===== config.mk =====
export PLATFORM = sky130hd
export DESIGN_NAME = mux_arbitro_flat
export DESIGN_NICKNAME = d
export VERILOG_FILES = /design/src/rtl/mux_arbitro_if.sv /design/src/rtl/mux_arbitro.sv /design/src/flat_wrapper.sv
export SDC_FILE = /design/constraint.sdc
export NUM_CORES = 1
export LEC_CHECK = 0
export ABC_AREA = 1
export CAP_MARGIN = 20
export CORE_MARGIN = 3
export CORE_UTILIZATION = 48
export DETAILED_ROUTE_END_ITERATION = 8
export GPL_TIMING_DRIVEN = 1
export PLACE_DENSITY = 0.84
export SETUP_SLACK_MARGIN = 0.15
export SYNTH_ARGS = -nofsm -noshare
export SYNTH_HDL_FRONTEND = slang
export SYNTH_SLANG_ARGS = --single-unit
export TNS_END_PERCENT = 10

===== constraint.sdc =====
create_clock -name clk -period 3 [get_ports clk]
set_clock_uncertainty 0.05 [all_clocks]
set_input_delay 0.6 -clock clk [delete_from_list [all_inputs] [get_ports clk]]
set_output_delay 0.6 -clock clk [all_outputs]
set_load 0.1 [all_outputs]

===== src/rtl/mux_arbitro_if.sv =====
// Bundle of the arbiter's source, sink and debug signals.
// The master side drives the producers and the consumer; the slave side is the arbiter itself.
interface mux_arbitro_if #(
    parameter int DATA_WIDTH = 2
);
    logic                  valid_in0;
    logic [DATA_WIDTH-1:0] data_in0;
    logic                  ready_out0;
    logic                  valid_in1;
    logic [DATA_WIDTH-1:0] data_in1;
    logic                  ready_out1;
    logic                  ready_in;
    logic                  valid_out;
    logic [DATA_WIDTH-1:0] data_out;
    logic                  selector;
    logic [1:0]            dbg_state;
    logic [3:0]            dbg_cnt;

    modport master (
        output valid_in0, data_in0, valid_in1, data_in1, ready_in,
        input  ready_out0, ready_out1, valid_out, data_out, selector, dbg_state, dbg_cnt
    );

    modport slave (
        input  valid_in0, data_in0, valid_in1, data_in1, ready_in,
        output ready_out0, ready_out1, valid_out, data_out, selector, dbg_state, dbg_cnt
    );
endinterface


===== src/rtl/mux_arbitro.sv =====
// Two-source round-robin arbiter with a burst limit, feeding one registered output stage.
// The combinational grant is exported on selector so it can steer an external 2:1 mux.
module mux_arbitro #(
    parameter int DATA_WIDTH = 2,
    parameter int BURST_MAX  = 4
) (
    input logic          clk,
    input logic          reset,
    mux_arbitro_if.slave bus
);
    typedef enum logic [1:0] {
        IDLE = 2'd0,
        OWN0 = 2'd1,
        OWN1 = 2'd2
    } state_t;

    localparam logic [3:0] BMAX = 4'(BURST_MAX);

    state_t                state_q, state_d;
    logic [3:0]            cnt_q, cnt_d;
    logic                  last_q, last_d;
    logic                  valid_q, valid_d;
    logic [DATA_WIDTH-1:0] data_q, data_d;

    logic grant;
    logic can_load;
    logic rdy0;
    logic rdy1;

    // Handshake: a beat moves on a port only in a cycle where both its valid and its
    // ready are high; valid may not depend on ready, and held data must stay stable.
    assign can_load = !valid_q || bus.ready_in;
    assign rdy0     = can_load && !grant && bus.valid_in0 && !reset;
    assign rdy1     = can_load &&  grant && bus.valid_in1 && !reset;

    always_comb begin
        grant = last_q;
        if (bus.valid_in0 && !bus.valid_in1) begin
            grant = 1'b0;
        end else if (!bus.valid_in0 && bus.valid_in1) begin
            grant = 1'b1;
        end else if (bus.valid_in0 && bus.valid_in1) begin
            case (state_q)
                OWN0:    grant = (cnt_q == BMAX);
                OWN1:    grant = (cnt_q != BMAX);
                default: grant = !last_q;
            endcase
        end
    end

    always_comb begin
        state_d = state_q;
        cnt_d   = cnt_q;
        last_d  = last_q;
        valid_d = valid_q;
        data_d  = data_q;
        if (rdy0) begin
            data_d  = bus.data_in0;
            valid_d = 1'b1;
            last_d  = 1'b0;
            if (state_q == OWN0) begin
                cnt_d = (cnt_q == BMAX) ? BMAX : cnt_q + 4'd1;
            end else begin
                state_d = OWN0;
                cnt_d   = 4'd1;
            end
        end else if (rdy1) begin
            data_d  = bus.data_in1;
            valid_d = 1'b1;
            last_d  = 1'b1;
            if (state_q == OWN1) begin
                cnt_d = (cnt_q == BMAX) ? BMAX : cnt_q + 4'd1;
            end else begin
                state_d = OWN1;
                cnt_d   = 4'd1;
            end
        end else if (can_load) begin
            // Nothing requested while the slot is free: drop ownership, keep stale data.
            state_d = IDLE;
            cnt_d   = 4'd0;
            valid_d = 1'b0;
        end
    end

    always_ff @(posedge clk) begin
        if (reset) begin
            state_q <= IDLE;
            cnt_q   <= 4'd0;
            last_q  <= 1'b1;
            valid_q <= 1'b0;
            data_q  <= '0;
        end else begin
            state_q <= state_d;
            cnt_q   <= cnt_d;
            last_q  <= last_d;
            valid_q <= valid_d;
            data_q  <= data_d;
        end
    end

    assign bus.ready_out0 = rdy0;
    assign bus.ready_out1 = rdy1;
    assign bus.valid_out  = valid_q;
    assign bus.data_out   = data_q;
    assign bus.selector   = grant;
    assign bus.dbg_state  = state_q;
    assign bus.dbg_cnt    = cnt_q;
endmodule


===== src/flat_wrapper.sv =====
// flat-port wrapper written by rule: the top's interface ports become plain ports
module mux_arbitro_flat 
#(
    parameter int DATA_WIDTH = 2,
    parameter int BURST_MAX  = 4
)
  (clk, reset, bus_valid_in0, bus_data_in0, bus_valid_in1, bus_data_in1, bus_ready_in, bus_ready_out0, bus_ready_out1, bus_valid_out, bus_data_out, bus_selector, bus_dbg_state, bus_dbg_cnt);
  mux_arbitro_if #(.DATA_WIDTH(DATA_WIDTH)) bus_i ();
  input logic clk;
  input logic reset;
  input wire logic [$bits(bus_i.valid_in0)-1:0] bus_valid_in0;
  input wire logic [$bits(bus_i.data_in0)-1:0] bus_data_in0;
  input wire logic [$bits(bus_i.valid_in1)-1:0] bus_valid_in1;
  input wire logic [$bits(bus_i.data_in1)-1:0] bus_data_in1;
  input wire logic [$bits(bus_i.ready_in)-1:0] bus_ready_in;
  output wire logic [$bits(bus_i.ready_out0)-1:0] bus_ready_out0;
  output wire logic [$bits(bus_i.ready_out1)-1:0] bus_ready_out1;
  output wire logic [$bits(bus_i.valid_out)-1:0] bus_valid_out;
  output wire logic [$bits(bus_i.data_out)-1:0] bus_data_out;
  output wire logic [$bits(bus_i.selector)-1:0] bus_selector;
  output wire logic [$bits(bus_i.dbg_state)-1:0] bus_dbg_state;
  output wire logic [$bits(bus_i.dbg_cnt)-1:0] bus_dbg_cnt;
  assign bus_i.valid_in0 = bus_valid_in0;
  assign bus_i.data_in0 = bus_data_in0;
  assign bus_i.valid_in1 = bus_valid_in1;
  assign bus_i.data_in1 = bus_data_in1;
  assign bus_i.ready_in = bus_ready_in;
  assign bus_ready_out0 = bus_i.ready_out0;
  assign bus_ready_out1 = bus_i.ready_out1;
  assign bus_valid_out = bus_i.valid_out;
  assign bus_data_out = bus_i.data_out;
  assign bus_selector = bus_i.selector;
  assign bus_dbg_state = bus_i.dbg_state;
  assign bus_dbg_cnt = bus_i.dbg_cnt;
  mux_arbitro #(.DATA_WIDTH(DATA_WIDTH), .BURST_MAX(BURST_MAX)) u_core (.clk(clk), .reset(reset), .bus(bus_i));
endmodule

After elaboration in Yosys (flattened, before gate mapping)
Index checks and enable logic that the tools add are counted.
{ "op_classes": {"add_sub_neg": 1, "reduce_logical": 19, "eq_ne": 6, "n_mux": 22} }
{ "ops": {"columns": ["operator", "count"], "rows": [
  ["$mux W4", 6],
  ["$mux W2", 7],
  ["$logic_and A1 B1 Y1", 9],
  ["$mux W1", 8],
  ["$logic_not A1 Y1", 6],
  ["$add A4 B1 Y4 const B", 1],
  ["$eq A4 B3 Y1 const B", 1],
  ["$ne A4 B3 Y1 const B", 1],
  ["$ne A3 B3 Y1 const B", 1],
  ["$reduce_and A3 Y1", 1],
  ["$reduce_bool A3 Y1", 1],
  ["$eq A2 B1 Y1 const B", 1],
  ["$eq A2 B2 Y1 const B", 1],
  ["$ne A2 B2 Y1 const B", 1],
  ["$pmux W1 S2", 1],
  ["$reduce_bool A2 Y1", 1],
  ["$logic_or A1 B1 Y1", 1]
]} }
{ "totals": {"inputBits": 9, "elab_cells": 53, "regBits": 10} }

Longest topological paths before layout
Gate-level depths: netlist of run 1.
{ "logic_depth": {"depth_word": 11, "ltp_mapped": 13} }

Worst setup path before layout of run 1
No wires, ideal clock.
{ "synth_timing": {"path_kind": "flip-flop to output port", "start": "register u_core.state_q[0] (netlist: u_core.bus.dbg_state[0])", "end": "output bus_ready_out1", "slack_ns": -0.179, "path_stages_with_launch": 8, "t_arrival_ns": 2.529, "path_buffers": 0, "cell_sequence": "dfxtp_1 inv_1 ha_1 a21oi_1 nand2_4 nand2_4 nand2_4 inv_2"} }
{ "synth_between": {"elab_chain_cells": 8, "elab_cells_between_ends": 9} }
{ "synth_rtl": {"columns": ["element", "line_no", "rtl"], "rows": [
  ["from (decl)", "mux_arbitro.sv:19", "state_t state_q, state_d;"],
  ["from (signal assigned)", "mux_arbitro.sv:93", "state_q <= state_d;"],
  ["$eq A2 B2 Y1 or $eq A2 B1 Y1 (tied branches)", "mux_arbitro.sv:43", "case (state_q)"],
  ["$pmux W1 S2 (*)", "mux_arbitro.sv:43", null],
  ["$mux W1 (*)", "mux_arbitro.sv:42", "end else if (bus.valid_in0 && bus.valid_in1) begin"],
  ["$mux W1 (*)", "mux_arbitro.sv:40", "end else if (!bus.valid_in0 && bus.valid_in1) begin"],
  ["$mux W1 (*)", "mux_arbitro.sv:38", "if (bus.valid_in0 && !bus.valid_in1) begin"],
  ["net bus_selector", "flat_wrapper.sv:20", "output wire logic [$bits(bus_i.selector)-1:0] bus_selector;"],
  ["$logic_and A1 B1 Y1 (*) (3 in a row)", "mux_arbitro.sv:34", "assign rdy1 = can_load && grant && bus.valid_in1 && !reset;"],
  ["to (decl)", "flat_wrapper.sv:17", "output wire logic [$bits(bus_i.ready_out1)-1:0] bus_ready_out1;"]
]} }
The timed path passes the listed nets; every way through them passes the cells marked *.

Final worst setup path of run 1
{ "layout_timing": {"start": "input reset", "end": "output bus_ready_out1"} }
{ "layout_between": {"elab_chain_cells": 2} }
{ "layout_rtl": {"columns": ["element", "line_no", "rtl"], "rows": [
  ["from (decl)", "flat_wrapper.sv:10", "input logic reset;"],
  ["$logic_not A1 Y1", "mux_arbitro.sv:34", null],
  ["$logic_and A1 B1 Y1", "mux_arbitro.sv:34", null]
]} }
Every way passes these cells.

==> flow_summary.toml, run 1 <==
[outcome]
outcome = "completed"

[grt]
grt_pass1_wl_mm = 2.85
grt_antenna_before_repair = 0
overflow = 0
grt_pass1_vias = 667
grt_usage_pct = 19.8
grt_max_degree = 8

[finish]
fin_util_pct = 77.8
area_delta_synth_final_pct = 39.7
finalNonFillerCells = 134
drive_gt1_share_pct = 29.2
design_area_um2 = 946
antenna_cells = 0
fillCellCount = 94
finalNetCount = 134

[yosys]
synth-edff-count = 0
synth_cell_type_count = 19
async_flop_share_pct = 0
synth.mux.area_fraction_pct = 0
yosys.area.top_type = "dfxtp_1"
syn_avg_cell_area_um2 = 7.05
synthSimpleGateAreaFrac_pct = 42.1
ys_seq_area_share_pct = 29.6
yosysMostFrequentCell = "nand2_1"
synth_compound_area_share_pct = 7.76
synth.ff_latch_count = 10
synthAdderAreaFrac_pct = 7.39
synth_flop_cell = "dfxtp_1"
syn_nets = 109
synthCells = 96
synthTopCellsByArea = "dfxtp_1 30%, nand2_1 12%, inv_1 10%"
synth_top_family_by_area = "simple AND/OR/NAND/NOR gates"
synth_area_um2 = 677
yosys-top-cells-count = "22 x nand2_1, 18 x inv_1, 10 x dfxtp_1"
synth_xor_area_share_pct = 1.29
yosysWarnings = 0
synth_top_area_share_pct = 29.6

[floorplan]
die_w_um = 43.6
fp.dieH_um = 43.6
num_rows = 12
coreArea_um2 = 1220
ios = 21
start_util_pct = 55.7
die_area_um2 = 1900

[hold_path]
min_from = "u_core.bus.data_out[1]"
min_path_type = "reg2reg"
whs_path_depth = 2
hold_end = "u_core.bus.data_out[1]"

[detailed_routing]
first_pass_iters = 4
final_antenna_net_count = 0
viasPerCell = 5.27
vias = 706
drt-initial-drc-count = 21
routedWlPerCell_um = 11.8
wl_mm = 1.58
post-route-drc-count = 0

[placement]
dp_cells = 130
hpwl_mm = 1.23
gp_congestion = 0.925
io_buffers = 20
placed_area_um2 = 910

[critical_path]
reg2reg_depth = 9
r2r-end = "u_core.bus.dbg_cnt[0]"
critPathKind = "in2out"
arrival_ns = 2.01
endpoint_kind = "output port"
startpoint_type = "primary input"
r2r-start = "u_core.bus.dbg_state[0]"
reg2reg_slack_ns = 1.29
worstPathRequired_ns = 2.35
path_max_fanout = 7

[clocking]
path_clk_slew_ns = 0.07
cts-resized-gates = 0
htree_levels = 1
hold_buffers = 0
ctsLongestPathBuffers = 2
cts-root-buf = "clkbuf_4"
clock_latency_ns = 0.27
cts_tree = "yes"
cts_sinks = 10
cts-buffers-inserted = 3
post-cts-setup-buffers = 0

[sta]
setup_viol = 0
rsz0062_at_grt = "false"
finalCritPeriodShare_pct = 88.6
fmax_ghz = 0.376
tns_ns = 0
tightest_slew_ns = 0.468
slew_headroom_pct = 68.7
slew_viol_final = 0
period_needed_ns = 2.66
hold_viol_final = 0

[power]
p_per_area_nw_per_um2 = 511
leakagePower_nw = 0.492
peakVddDrop_v = 0.000333

[flow_run]
maxCapViolCount = 0
==> cells by family after synthesis <==
group / count (synthesis)
DFF: 10
AOI/OAI and AO/OA: 10
xor gates and xnor gates: 1
and+or+nand+nor: 51
buffers and inverters: 20
adders and majority gates: 4
==> layer usage <==
layer	share of wire, %	GRT usage (%)
met1	45	24.6
met4	1.5	8.43
met5	0	0
met2	47	32.8
met3	6.4	3.73
==> power breakdown <==
part,internal (mW),leakage [nW],switching [mW]
clock network,0.0739,0.0210,0.0547
registers,0.143,0.0845,0.00766
logic,0.0597,0.386,0.144
total,0.277,0.492,0.207
==> flip-flops by register name (all words and copies together) (netlist names) <==
| register | flops |
|---|---|
| u_core.bus.dbg_cnt | 4 |
| u_core.last_q | 1 |
| u_core.bus.dbg_state | 2 |
| u_core.bus.valid_out | 1 |
| u_core.bus.data_out | 2 |
==> layout by cell type (no fill, tap or decap), drive strengths merged <==
master / n
a21oi: 3
a31oi: 2
buf: 12
clkbuf: 4
clkdlybuf4s50: 8
clkinv: 1
dfxtp: 10
ha: 4
inv: 19
nand2: 26
nand3: 13
nand4: 6
nor2: 4
nor3: 2
o21ai: 5
xnor2: 1
==> how the worst max path moves through the flow <==
stage	startpoint	to	slack, ns
after floorplan	u_core.bus.dbg_state[0]	bus_ready_out1	0.16
after global placement	reset	bus_ready_out1	0.39
after detailed placement	reset	bus_ready_out1	0.36
after CTS	reset	bus_ready_out1	0.35
after global routing	reset	bus_ready_out0	0.25
final	reset	bus_ready_out1	0.34
==> per-stage QoR <==
step                hold slack (ns)  worst slack (ns)  power [mW]
finish                        0.473             0.342       0.483
global route                  0.501             0.254       0.503
CTS                           0.473             0.349       0.485
detailed placement            0.462             0.356       0.357
global placement              0.427             0.391       0.355
floorplan                     0.452             0.161       0.301
==> worst max-delay path: stages <==
cell and delay, ns:
clkdlybuf4s50_1 0.55, nor3_2 0.44, nand2_4 0.13, inv_2 0.11
buf_12 0.18
==> area by class of cell <==
| class | instances | area (um2) | share of cell area, % |
|---|---|---|---|
| repair buffers | 20 | 208 | 22.0 |
| well taps | 14 | 17.5 | 1.85 |
| multi-input cells | 66 | 397 | 41.9 |
| flip-flops and latches | 10 | 208 | 22.0 |
| clock buffers | 4 | 36.3 | 3.84 |
| inverters | 20 | 80.1 | 8.47 |
(Power assumes the default switching activity.)
==> run 2: changes to the inputs <==
Settings changed: CORE_UTILIZATION 48 to 40, PLACE_DENSITY 0.84 to 0.72.
==> run 2 against run 1 <==
Final cell count grew 2.2%; sequential share of layout area shrank 0.087 points; sequential power is essentially flat; sequential cell count is the same; non-clock buffer count grew 2; combinational power is essentially flat; maximum frequency grew 1.7%; power shrank 7.0%; highest routed layer unchanged; setup slack gained 0.044 ns.
==> flow_summary.toml, run 2 (same netlist as run 1, synthesis figures left out) <==
[outcome]
outcome = "completed"

[power]
peakVddDrop_v = 0.000294
power.total_mw = 0.449
p_int_mw = 0.251
sw_frac_of_total_pct = 44.1
clkPwrFrac_pct = 20.7
p_sw_mw = 0.198
leakagePower_nw = 0.495
power.share.sequential_pct = 33.6
comb_power_share_pct = 45.6
p_per_area_nw_per_um2 = 473

[sta]
hold_viol_final = 0
slew_headroom_pct = 72.2
tightest_slew_ns = 0.413
rsz0062_at_grt = "false"
slew_viol_final = 0
period_needed_ns = 2.61
fmax_ghz = 0.383
tns_ns = 0
finalCritPeriodShare_pct = 87.1
setup_viol = 0

[critical_path]
critPathBufInv = 4
path_max_fanout = 7
max_stage_delay_ns = 0.45
cpMaxStageDelayCell = "clkdlybuf4s50_1"
reg2reg_slack_ns = 1.31
critPathKind = "in2out"
reg2reg_depth = 10
cp_cell_sequence = "clkdlybuf4s50_1 > nor2_1 > buf_4 > nor3_2 > nand2_4 > inv_2 > buf_12"
worstPathRequired_ns = 2.35
startpoint_type = "primary input"
arrival_ns = 1.96
r2r-start = "u_core.bus.dbg_state[0]"
endpoint_kind = "output port"
path_delay_family = "buffers and inverters"
r2r-end = "u_core.bus.dbg_state[1]"

[detailed_routing]
first_pass_iters = 6
final_antenna_net_count = 0
vias = 696
wl_mm = 1.53
post-route-drc-count = 0
drt-initial-drc-count = 22
routedWlPerCell_um = 11.2
viasPerCell = 5.08

[clocking]
cts_tree = "yes"
htree_levels = 1
path_clk_slew_ns = 0.06
cts_sinks = 10
ctsLongestPathBuffers = 2
hold_buffers = 0
post-cts-setup-buffers = 0
cts-root-buf = "clkbuf_4"
cts-resized-gates = 0
cts-buffers-inserted = 3
clock_latency_ns = 0.27

[hold_path]
whs_path_depth = 2
min_from = "u_core.bus.data_out[1]"
min_path_type = "reg2reg"
hold_end = "u_core.bus.data_out[1]"

[finish]
fillCellCount = 148
finalNonFillerCells = 137
layout_common_cells = "22 x nand2_1, 18 x inv_1, 11 x buf_4"
area_delta_synth_final_pct = 40.3
drive_gt1_share_pct = 29.8
final_common_cell = "nand2_1"
design_area_um2 = 950
finalNetCount = 136
antenna_cells = 0
largest_reg_flops = 4

[placement]
io_buffers = 20
placed_area_um2 = 927
gp_congestion = 0.794
hpwl_mm = 1.23
dp_cells = 134

[grt]
grt_antenna_before_repair = 0
grt_usage_pct = 16.1
grt_max_degree = 8
grt_pass1_wl_mm = 2.46
grt_pass1_vias = 600
overflow = 0

[floorplan]
num_rows = 14
coreArea_um2 = 1540
die_w_um = 47.1
ios = 21
start_util_pct = 43.9
die_area_um2 = 2220
fp.dieH_um = 47.1

[flow_run]
maxCapViolCount = 0
-- run 2: changes by cell type in the layout (fill, tap and decap cells not counted) --
cell      previous run  this run
clkbuf_8             1         0
buf_4                9        11
-- run 2: area by class of cell --
| type | count | area (um2) | area share, % |
|---|---|---|---|
| clock buffers | 3 | 22.5 | 2.37 |
| inverters | 20 | 80.1 | 8.43 |
| multi-input cells | 66 | 397 | 41.8 |
| flip-flops and latches | 10 | 208 | 21.9 |
| well taps | 16 | 20.0 | 2.11 |
| repair buffers | 22 | 223 | 23.5 |
-- run 2: worst max-delay path by stage --
stage | end | startpoint | slack, ns | depth (start not counted)
6_report | bus_ready_out1 | bus_ready_in | 0.39 | 7
5_1_grt | bus_ready_out1 | bus_ready_in | 0.27 | 7
4_1_cts | bus_ready_out1 | bus_ready_in | 0.39 | 7
3_5_place_dp | bus_ready_out1 | bus_ready_in | 0.39 | 7
3_3_place_gp | bus_ready_out1 | bus_ready_in | 0.40 | 7
2_1_floorplan | bus_ready_out1 | u_core.bus.dbg_state[0] | 0.16 | 7
-- run 2: power groups by stage --
stage                     clock [mW]  combinational, mW  sequential (mW)
after floorplan                    0             0.0948            0.206
after global placement             0              0.204            0.154
after detailed placement           0              0.205            0.154
after CTS                     0.0957              0.206            0.151
after global routing           0.101              0.216            0.152
final                         0.0931              0.205            0.151
-- run 2: worst reg2reg max path, cell delays in order (launching register included) --
cell	delay (ns)
dfxtp_2	0.34
inv_1	0.05
ha_1	0.30
a21oi_1	0.24
nand2_4	0.10
nand2_4	0.12
nand3_2	0.10
nand3_2	0.11
nand2_1	0.06
inv_1	0.07
nor2_2	0.04
-- run 2: stage by stage --
stage / hold WS, ns / worst slack [ns] / util, %
after detailed placement: 0.431 / 0.386 / 60.1
final: 0.438 / 0.386 / 61.6
after floorplan: 0.452 / 0.161 / -
after CTS: 0.442 / 0.386 / 61.6
after global routing: 0.462 / 0.272 / 61.6
after global placement: 0.436 / 0.404 / 60.1
-- run 2: layer usage --
layer	part of all wire (%)	vias up	global-route usage [%]
met3	7.5	5	3.83
met2	44	27	24.7
met4	2.8	0	11.6
met1	46	301	19.6
met5	0	-	0
li1	-	363	-
==> run 3: changes to the inputs <==
Settings changed: CTS_CLUSTER_DIAMETER from default to 40, SKIP_CTS_REPAIR_TIMING from default to 1.
==> results of run 3 <==
Same layout as run 2: the final DEF is identical, and so are final timing and power.
